[src/rtl/dff_arb_pkg.sv]
// dff_arb_pkg
// Shared definitions for the round-robin register write arbiter:
//   - state_t    : FSM state encoding (IDLE / GRANT / DONE), binary
//   - clog2()    : constant function used to size requester index fields
package dff_arb_pkg;

  typedef enum logic [1:0] {
    ST_IDLE  = 2'd0,
    ST_GRANT = 2'd1,
    ST_DONE  = 2'd2
  } state_t;

  // Ceiling log2, never smaller than 1 so a 1-bit index is always legal.
  function automatic int clog2(input int value);
    int r;
    int x;
    r = 0;
    x = value - 1;
    while (x > 0) begin
      r = r + 1;
      x = x >> 1;
    end
    return (r < 1) ? 1 : r;
  endfunction

endpackage

[src/rtl/dff_reg_arbiter_dff_bank.sv]
// dff_bank
// W-bit storage register built from D flip-flops with a load enable and a
// synchronous active-high reset (reset value 0).
// Ports:
//   clk  in  1  rising-edge clock
//   rst  in  1  synchronous active-high reset
//   en   in  1  load enable; q takes d on the next edge when high
//   d    in  W  data to load
//   q    out W  stored value
module dff_bank #(
  parameter int W = 8
) (
  input  logic         clk,
  input  logic         rst,
  input  logic         en,
  input  logic [W-1:0] d,
  output logic [W-1:0] q
);

  always_ff @(posedge clk) begin
    if (rst) begin
      q <= '0;
    end else if (en) begin
      q <= d;
    end
  end

endmodule

[src/rtl/dff_reg_arbiter.sv]
// dff_reg_arbiter
// Round-robin write arbiter in front of one shared W-bit register. Up to N
// requesters compete to load their data word; each load runs through a
// three-state sequence IDLE -> GRANT -> DONE, so at most one write lands
// every three cycles.
//
// Handshake: req[i] is a level held by requester i until it sees ack[i].
// In IDLE the arbiter picks a winner from req (round-robin, scanning upward
// from the last writer + 1) and raises gnt[winner] for one cycle. If
// req[winner] is still high during that GRANT cycle, the next edge loads
// din[winner] into q and pulses ack[winner] for one cycle; if req[winner]
// was dropped, the grant is abandoned with no write and no ack. Requests
// seen during GRANT/DONE are not lost, only deferred until IDLE.
//
// Ports:
//   clk        in   1    rising-edge clock
//   rst        in   1    synchronous active-high reset
//   req        in   N    per-requester write request (level)
//   din        in   N*W  flattened data, requester i at din[i*W +: W]
//   gnt        out  N    one-hot registered grant
//   ack        out  N    one-hot registered one-cycle write-done pulse
//   q          out  W    shared register contents
//   q_src      out  IW   index of the requester that last wrote q
//   dbg_state  out  2    current FSM state (state_t encoding)
//   busy       out  1    high whenever the FSM is not in IDLE
//   q_par      out  1    even parity of q (only with DFF_ARB_PARITY_EN)
//
// Build option: define DFF_ARB_PARITY_EN to add the q_par port and its flop.
module dff_reg_arbiter
  import dff_arb_pkg::*;
#(
  parameter int N  = 4,
  parameter int W  = 8,
  parameter int IW = clog2(N)
) (
  input  logic           clk,
  input  logic           rst,
  input  logic [N-1:0]   req,
  input  logic [N*W-1:0] din,
  output logic [N-1:0]   gnt,
  output logic [N-1:0]   ack,
  output logic [W-1:0]   q,
  output logic [IW-1:0]  q_src,
  output logic [1:0]     dbg_state,
  output logic           busy
`ifdef DFF_ARB_PARITY_EN
  ,
  output logic           q_par
`endif
);

  state_t        state;
  state_t        state_nxt;
  logic [IW-1:0] ptr;        // last requester that completed a write
  logic [IW-1:0] winner;     // requester picked in IDLE, held through GRANT
  logic [IW-1:0] pick;       // combinational round-robin choice
  logic [IW-1:0] winner_nxt;
  logic [N-1:0]  gnt_nxt;
  logic [N-1:0]  ack_nxt;
  logic          load;       // single-cycle write strobe on GRANT -> DONE
  logic [W-1:0]  sel_d;

  // First set bit of r scanning p+1, p+2, ... modulo N.
  function automatic logic [IW-1:0] rr_pick(input logic [N-1:0]  r,
                                            input logic [IW-1:0] p);
    logic [IW-1:0] res;
    logic [IW-1:0] cand;
    logic          hit;
    int            idx;
    res = '0;
    hit = 1'b0;
    for (int k = 1; k <= N; k++) begin
      idx  = (int'(p) + k) % N;
      cand = IW'(idx);
      if (!hit && r[cand]) begin
        hit = 1'b1;
        res = cand;
      end
    end
    return res;
  endfunction

  function automatic logic [N-1:0] onehot(input logic [IW-1:0] i);
    return {{(N-1){1'b0}}, 1'b1} << i;
  endfunction

  assign pick = rr_pick(req, ptr);

  // Data word of the held winner; only used on the load edge.
  always_comb begin
    sel_d = '0;
    for (int i = 0; i < N; i++) begin
      if (winner == IW'(i)) begin
        sel_d = din[i*W +: W];
      end
    end
  end

  // FSM: state register
  always_ff @(posedge clk) begin
    if (rst) begin
      state <= ST_IDLE;
    end else begin
      state <= state_nxt;
    end
  end

  // FSM: next state
  always_comb begin
    state_nxt = ST_IDLE;
    case (state)
      ST_IDLE:  state_nxt = (req != '0) ? ST_GRANT : ST_IDLE;
      // A withdrawn request aborts straight back to IDLE.
      ST_GRANT: state_nxt = req[winner] ? ST_DONE : ST_IDLE;
      // DONE always returns to IDLE, which enforces the one-write-per-3-cycles gap.
      ST_DONE:  state_nxt = ST_IDLE;
      default:  state_nxt = ST_IDLE;
    endcase
  end

  // FSM: outputs (next values of the registered gnt/ack and the load strobe)
  always_comb begin
    gnt_nxt    = '0;
    ack_nxt    = '0;
    load       = 1'b0;
    winner_nxt = winner;
    case (state)
      ST_IDLE: begin
        if (req != '0) begin
          winner_nxt = pick;
          gnt_nxt    = onehot(pick);
        end
      end
      ST_GRANT: begin
        if (req[winner]) begin
          load    = 1'b1;
          ack_nxt = onehot(winner);
        end
      end
      default: begin
      end
    endcase
  end

  always_ff @(posedge clk) begin
    if (rst) begin
      gnt    <= '0;
      ack    <= '0;
      winner <= '0;
      ptr    <= IW'(N - 1);
      q_src  <= '0;
    end else begin
      gnt    <= gnt_nxt;
      ack    <= ack_nxt;
      winner <= winner_nxt;
      if (load) begin
        ptr   <= winner;
        q_src <= winner;
      end
    end
  end

  dff_bank #(.W(W)) u_q_bank (
    .clk (clk),
    .rst (rst),
    .en  (load),
    .d   (sel_d),
    .q   (q)
  );

`ifdef DFF_ARB_PARITY_EN
  logic par_d;
  assign par_d = ^sel_d;

  dff_bank #(.W(1)) u_par_bank (
    .clk (clk),
    .rst (rst),
    .en  (load),
    .d   (par_d),
    .q   (q_par)
  );
`endif

  assign dbg_state = state;
  assign busy      = (state != ST_IDLE);

endmodule

[config.mk]
export PLATFORM = sky130hd
export DESIGN_NAME = dff_reg_arbiter
export DESIGN_NICKNAME = d
export VERILOG_FILES = /design/src/rtl/dff_arb_pkg.sv /design/src/rtl/dff_reg_arbiter_dff_bank.sv /design/src/rtl/dff_reg_arbiter.sv
export SDC_FILE = /design/constraint.sdc
export NUM_CORES = 1
export LEC_CHECK = 0
export CAP_MARGIN = 10
export CORE_MARGIN = 2
export CORE_UTILIZATION = 42
export CTS_BUF_LIST = sky130_fd_sc_hd__clkbuf_16
export DETAILED_ROUTE_END_ITERATION = 10
export PLACE_DENSITY_LB_ADDON = 0.05
export SYNTH_ARGS = -nofsm -noshare
export SYNTH_HDL_FRONTEND = slang
export SYNTH_SLANG_ARGS = --single-unit
[constraint.sdc]
create_clock -name clk -period 3.98 [get_ports clk]
set_clock_uncertainty 0.1 [all_clocks]
set_input_delay 0.796 -clock clk [delete_from_list [all_inputs] [get_ports clk]]
set_output_delay 0.796 -clock clk [all_outputs]
set_load 0.005 [all_outputs]
==> out/qor.txt, run 1 <==
run status = finished clean
DR vias/cell = 5.40
number of gates resized after cts = 0
data required time of the critical path = 4020 ps
Critical Path AT = 2370 ps
transition at the pin with the smallest max-transition slack = 843 ps
synthesized netlist cell count = 101
clock buffer count from CTS = 3
relative slew slack = 0.437
wire length of the first global-routing pass = 4450 um
leak pwr = 0.642 nW
dominant cell type by area after synthesis = dfxtp_1
Fin Setup TNS = 0 ps
CTS tree = built
Synth Register Bits = 24
CTS sink cnt = 24
aggregate routed wire length = 2660 um
total count of hold-check failures in the final report = 0
footprint of the flip-flops and latches = 480 um2
Max-cap violations = 0
maximum fanout encountered on the critical timing path = 12
I/O Buffers = 58
count of pins over their slew limit = 0
area after detailed placement = 1720 um2
number of distinct library cells after synthesis = 32
overall power of the completed layout = 644 uW
number of levels in the clock H-tree = 1
Die Y-Extent = 56.2 um
number of global-route vias before repair = 997
root cell of the clock tree = clkbuf_16
synthesized area divided by synthesized cell count = 11.3 um2
Net Count, Synth = 139
final standard cell utilization of the core = 0.711
Final nets = 196
Post-DP HPWL = 2120 um
post-CTS repair timing setup buffer count = 0
number of failing setup endpoints in the final timing report = 0
# fillers = 211
share of the yosys chip area belonging to registers = 0.420
cell area power density = 359 nW/um2
global route total overflow = 0
die area = 3160 um2
area of combinational cells with multiple inputs = 616 um2
maximum clock insertion buffer count = 2
setup slack after placement = 1400 ps
Tcrit/Tclk final = 0.586
initial antenna violation count = 0
count of antenna diodes in the layout = 0
final non-filler cell total = 186
final instance area = 1790 um2
total number of vias = 1004
clock slew at the register clock pins of the worst setup and hold paths = 50 ps
Hold Slack = 391 ps
number of design rule violations left after detail routing = 0
number of ports placed on the die boundary = 59
total placed cells including tap cells = 183
initial DRC count = 9
Clk Latency, worst-skew pair = 250 ps
endpoint kind of the worst setup timing path = register
nature of the critical path startpoint = primary input
Hold-fix buffers, CTS = 0
cell area after synthesis = 1140 um2
Starting Density = 0.454
num rows = 18
Final ANT Viol Nets = 0
overall fraction of global-route tracks in use = 0.175
top cells by area in the synthesized netlist = dfxtp_1 (42%), mux4_2 (9.8%), mux2i_1 (9.6%)
largest net degree at the start of global routing = 21
critical setup path kind = in2reg
WL per Instance = 14.3 um
worst min path class = reg2reg
placeable core region = 2520 um2
crit path setup slack, layout = 1650 ps
final critical path time including I/O delays and setup = 2330 ps
die width = 56.2 um
share of Yosys cell area claimed by the top area cell type = 0.420
setup repair after global routing missed its margin = false
synthesis-to-layout area growth = 56.6%
fraction of layout instances using a drive strength above 1 = 0.0833
largest voltage drop on the vdd net = 0.000309 V
Ys Warns = 0
Final GP Congestion = 0.719
iteration count of the initial detailed-routing pass = 3
achievable clock frequency = 429 MHz
## placed cells by master (no fill, tap or decap)
| cell | n |
|---|---|
| or2_2 | 1 |
| nor2_1 | 19 |
| clkbuf_16 | 3 |
| or2_1 | 2 |
| nor2b_1 | 3 |
| a211oi_1 | 1 |
| mux2i_1 | 11 |
| o311a_1 | 1 |
| mux4_2 | 5 |
| nand2_1 | 2 |
| dfxtp_1 | 24 |
| or3b_4 | 1 |
| nor4_1 | 2 |
| nand2b_1 | 3 |
| nor4b_2 | 1 |
| nor3_1 | 1 |
| o21ai_1 | 1 |
| o22ai_4 | 1 |
| and4b_1 | 1 |
| inv_1 | 1 |
| o221a_2 | 1 |
| nor4bb_1 | 1 |
| a211o_1 | 2 |
| clkdlybuf4s50_1 | 58 |
| a21oi_1 | 2 |
| o21ai_0 | 2 |
| mux4_1 | 3 |
| nand3b_1 | 1 |
| a21o_1 | 1 |
| o311ai_1 | 1 |
## worst max-delay path, cell delays in order
cell             delay [ps]
clkdlybuf4s50_1         560
mux2i_1                 170
o22ai_4                 490
nor2_1                   80
a211o_1                 280
## path summary, 6_finish.rpt
| kind | startpoint | end | slack, ps | depth (start not counted) |
|---|---|---|---|---|
| worst max-delay path | req[1] | ptr[0] | 1650 | 5 |
| worst max register to register | winner[0] | ptr[0] | 1770 | 4 |
| worst min register to register | u_q_bank.q[4] | u_q_bank.q[4] | 390 | 2 |
| worst min-delay path | u_q_bank.q[4] | u_q_bank.q[4] | 390 | 2 |
## cell type report
cell class / instances / share of cell area
well taps: 30 / 0.0209
inverters: 1 / 0.00209
flip-flops and latches: 24 / 0.268
multi-input cells: 70 / 0.343
repair buffers: 58 / 0.324
clock buffers: 3 / 0.0419
## routing by layer
metal,vias up,track usage,wire length [um]
li1,488,-,-
met1,484,0.177,998
met2,28,0.336,1460
met3,4,0.0442,173
met4,0,0.0714,32
met5,-,0,0
## cell usage after synthesis
cell type and n:
or2_2 1, buf_2 2, nand2b_1 3, o22ai_4 1, nand3b_1 1, a211o_1 2, nor4b_2 1, o311ai_1 1
a21oi_1 2, mux4_2 5, nor2_1 19, or2_1 2, buf_4 1, nor4bb_1 1, a21o_1 1, buf_12 1
o21ai_0 2, or3b_4 1, mux4_1 3, nor3_1 1, o21ai_1 1, o311a_1 1, nand2_1 2, and4b_1 1
nor4_1 2, dfxtp_1 24, nor2b_1 3, a211oi_1 1, inv_1 1, mux2i_1 11, clkbuf_1 2, o221a_2 1
## logic make-up (layout without fill, tap and decap cells)
group	count (synthesis)	after routing	share of synthesized area
DFF	24	24	0.420
and+or+nand+nor	38	38	0.180
buffers and inverters	7	62	0.0426
muxes	19	19	0.263
AOI/OAI and AO/OA	13	13	0.0940
## sequential cells by signal, summed over array words and instances (netlist names)
signal	cells
winner	2
q_src	2
gnt	4
dbg_state	2
ptr	2
ack	4
u_q_bank.q	8
## where the power goes
group	internal (mW)	switching (mW)	total, mW
Combinational	0.105	0.0517	0.157
Sequential	0.258	0.0230	0.281
Clock	0.132	0.0736	0.206
(Power assumes the default switching activity.)
==> run 2: changes to the inputs <==
--- a/config.mk
+++ b/config.mk
@@ -7,7 +7,7 @@
 export LEC_CHECK = 0
 export CAP_MARGIN = 10
 export CORE_MARGIN = 2
-export CORE_UTILIZATION = 42
+export CORE_UTILIZATION = 35
 export CTS_BUF_LIST = sky130_fd_sc_hd__clkbuf_16
 export DETAILED_ROUTE_END_ITERATION = 10
 export PLACE_DENSITY_LB_ADDON = 0.05
==> constraint.sdc (replaced) <==
create_clock -name clk -period 1.9 [get_ports clk]
set_clock_uncertainty 0.1 [all_clocks]
set_input_delay 0.38 -clock clk [delete_from_list [all_inputs] [get_ports clk]]
set_output_delay 0.38 -clock clk [all_outputs]
set_load 0.005 [all_outputs]
==> run 2 against run 1 <==
Hold slack improved by 1.3 ps. Total power rose by 110%. Global-route usage is 2.5 points lower. Flip-flop and latch count unchanged. Combinational power rose by 140%. Final area grew 5.6%. Critical path depth down 3. Die area rose by 19%. Routed wire length rose by 0.86%. Critical path type is now reg2out. Largest cell class is now non-clock buffers. Largest power group unchanged.
==> out/qor.txt, run 2 (synthesized netlist as in run 1, its figures left out) <==
aggregate routed wire length = 2680 um
total number of vias = 1011
Starting Density = 0.372
maximum clock insertion buffer count = 2
Crit path max-delay family = buffers and inverters
Final ANT Viol Nets = 0
run status = finished clean
transition at the pin with the smallest max-transition slack = 505 ps
number of flip-flops under the largest register name = 8
final critical path time including I/O delays and setup = 1810 ps
endpoint kind of the worst setup timing path = primary output
setup slack after placement = -116 ps
overall fraction of global-route tracks in use = 0.150
nature of the critical path startpoint = register
largest net degree at the start of global routing = 15
WL per Instance = 12.7 um
I/O Buffers = 58
Buf/Inv on CP = 1
cell area power density = 727 nW/um2
CTS sink cnt = 24
total met2 wirelength after detailed routing = 1380 um
biggest registers after layout = u_q_bank.q: 8 flops, ack: 4 flops, gnt: 4 flops
Tcrit/Tclk final = 0.951
synthesis-to-layout area growth = 65.4%
DR top layer = met4
most common cell after layout, fill and taps aside = clkdlybuf4s50_1
global route total overflow = 0
relative slew slack = 0.663
die width = 61.2 um
number of failing setup endpoints in the final timing report = 0
Final GP Congestion = 0.715
Final nets = 207
maximum fanout encountered on the critical timing path = 4
total placed cells including tap cells = 208
leak pwr = 0.697 nW
count of antenna diodes in the layout = 0
number of global-route vias before repair = 949
critical setup path kind = reg2out
initial DRC count = 13
CTS tree = built
num rows = 20
data required time of the critical path = 1420 ps
clock buffer count from CTS = 3
fraction of layout instances using a drive strength above 1 = 0.144
Max-cap violations = 0
most used cells in the layout excluding fill and tap cells = clkdlybuf4s50_1 (58), dfxtp_1 (24), nor2_1 (19), mux2i_1 (11), buf_4 (11)
Hold-fix buffers, CTS = 0
Die Y-Extent = 61.2 um
crit path setup slack, layout = 92.2 ps
achievable clock frequency = 553 MHz
final non-filler cell total = 211
number of levels in the clock H-tree = 1
Met1 Wirelength = 1080 um
Post-DP HPWL = 2160 um
number of gates resized after cts = 0
placeable core region = 3080 um2
total count of hold-check failures in the final report = 0
largest voltage drop on the vdd net = 0.000438 V
root cell of the clock tree = clkbuf_16
number of ports placed on the die boundary = 59
Critical-path top delay cell = clkdlybuf4s50_1
top register by number of flip-flops = u_q_bank.q
Clk Latency, worst-skew pair = 250 ps
# fillers = 281
overall power of the completed layout = 1.38 mW
clock slew at the register clock pins of the worst setup and hold paths = 60 ps
worst min path class = reg2reg
final standard cell utilization of the core = 0.615
die area = 3740 um2
ordered list of cells on the worst path = or2_1 > clkdlybuf4s50_1
highest cell delay on the worst timing path = 510 ps
Routed met3 length = 190 um
post-CTS repair timing setup buffer count = 0
setup repair after global routing missed its margin = false
number of design rule violations left after detail routing = 0
Critical Path AT = 1330 ps
initial antenna violation count = 0
DR vias/cell = 4.79
iteration count of the initial detailed-routing pass = 4
count of pins over their slew limit = 0
wire length of the first global-routing pass = 4070 um
-- run 2: metrics by stage --
step,hold slack [ps],TNS [ps],instance area (um2)
finish,392,0,1890
global route,430,0,1890
CTS,401,0,1890
detailed placement,384,-702,1820
global placement,373,-436,1820
floorplan,383,0,1140
-- run 2: final timing paths --
check	from	endpoint	slack, ps	cells after the start
hold reg to reg	u_q_bank.q[3]	u_q_bank.q[3]	390	2
setup reg to reg	dbg_state[0]	ptr[0]	160	4
hold / removal	u_q_bank.q[3]	u_q_bank.q[3]	390	2
setup / recovery	dbg_state[1]	busy	90	2
-- run 2: layer usage --
layer	track usage	vias to the layer above
li1	-	505
met1	0.161	467
met2	0.277	34
met3	0.0378	5
met4	0.0652	0
met5	0	-
-- run 2: where the power goes --
group | internal (mW) | switching [mW] | leakage, nW
combinational | 0.241 | 0.137 | 0.464
sequential | 0.541 | 0.0217 | 0.196
clock | 0.278 | 0.158 | 0.0370
-- run 2: cell type report --
cell class              count  area, um2  share of cell area
inverters                   1       3.75             0.00198
well taps                  44       55.1              0.0291
clock buffers               3       75.1              0.0397
repair buffers             69        663               0.350
multi-input cells          70        616               0.325
flip-flops and latches     24        480               0.254
-- run 2: worst min-delay path, stage by stage (launching register included) --
cell and delay, ps:
dfxtp_1 320, mux2i_1 60, nor2_1 70
==> run 3: changes to the inputs <==
--- a/config.mk
+++ b/config.mk
@@ -9,6 +9,7 @@
 export CORE_MARGIN = 2
 export CORE_UTILIZATION = 35
 export CTS_BUF_LIST = sky130_fd_sc_hd__clkbuf_16
+export CTS_CLUSTER_SIZE = 20
 export DETAILED_ROUTE_END_ITERATION = 10
 export PLACE_DENSITY_LB_ADDON = 0.05
 export SYNTH_ARGS = -nofsm -noshare
==> results of run 3 <==
Same layout as run 2: the final DEF is identical, and so are final timing and power.
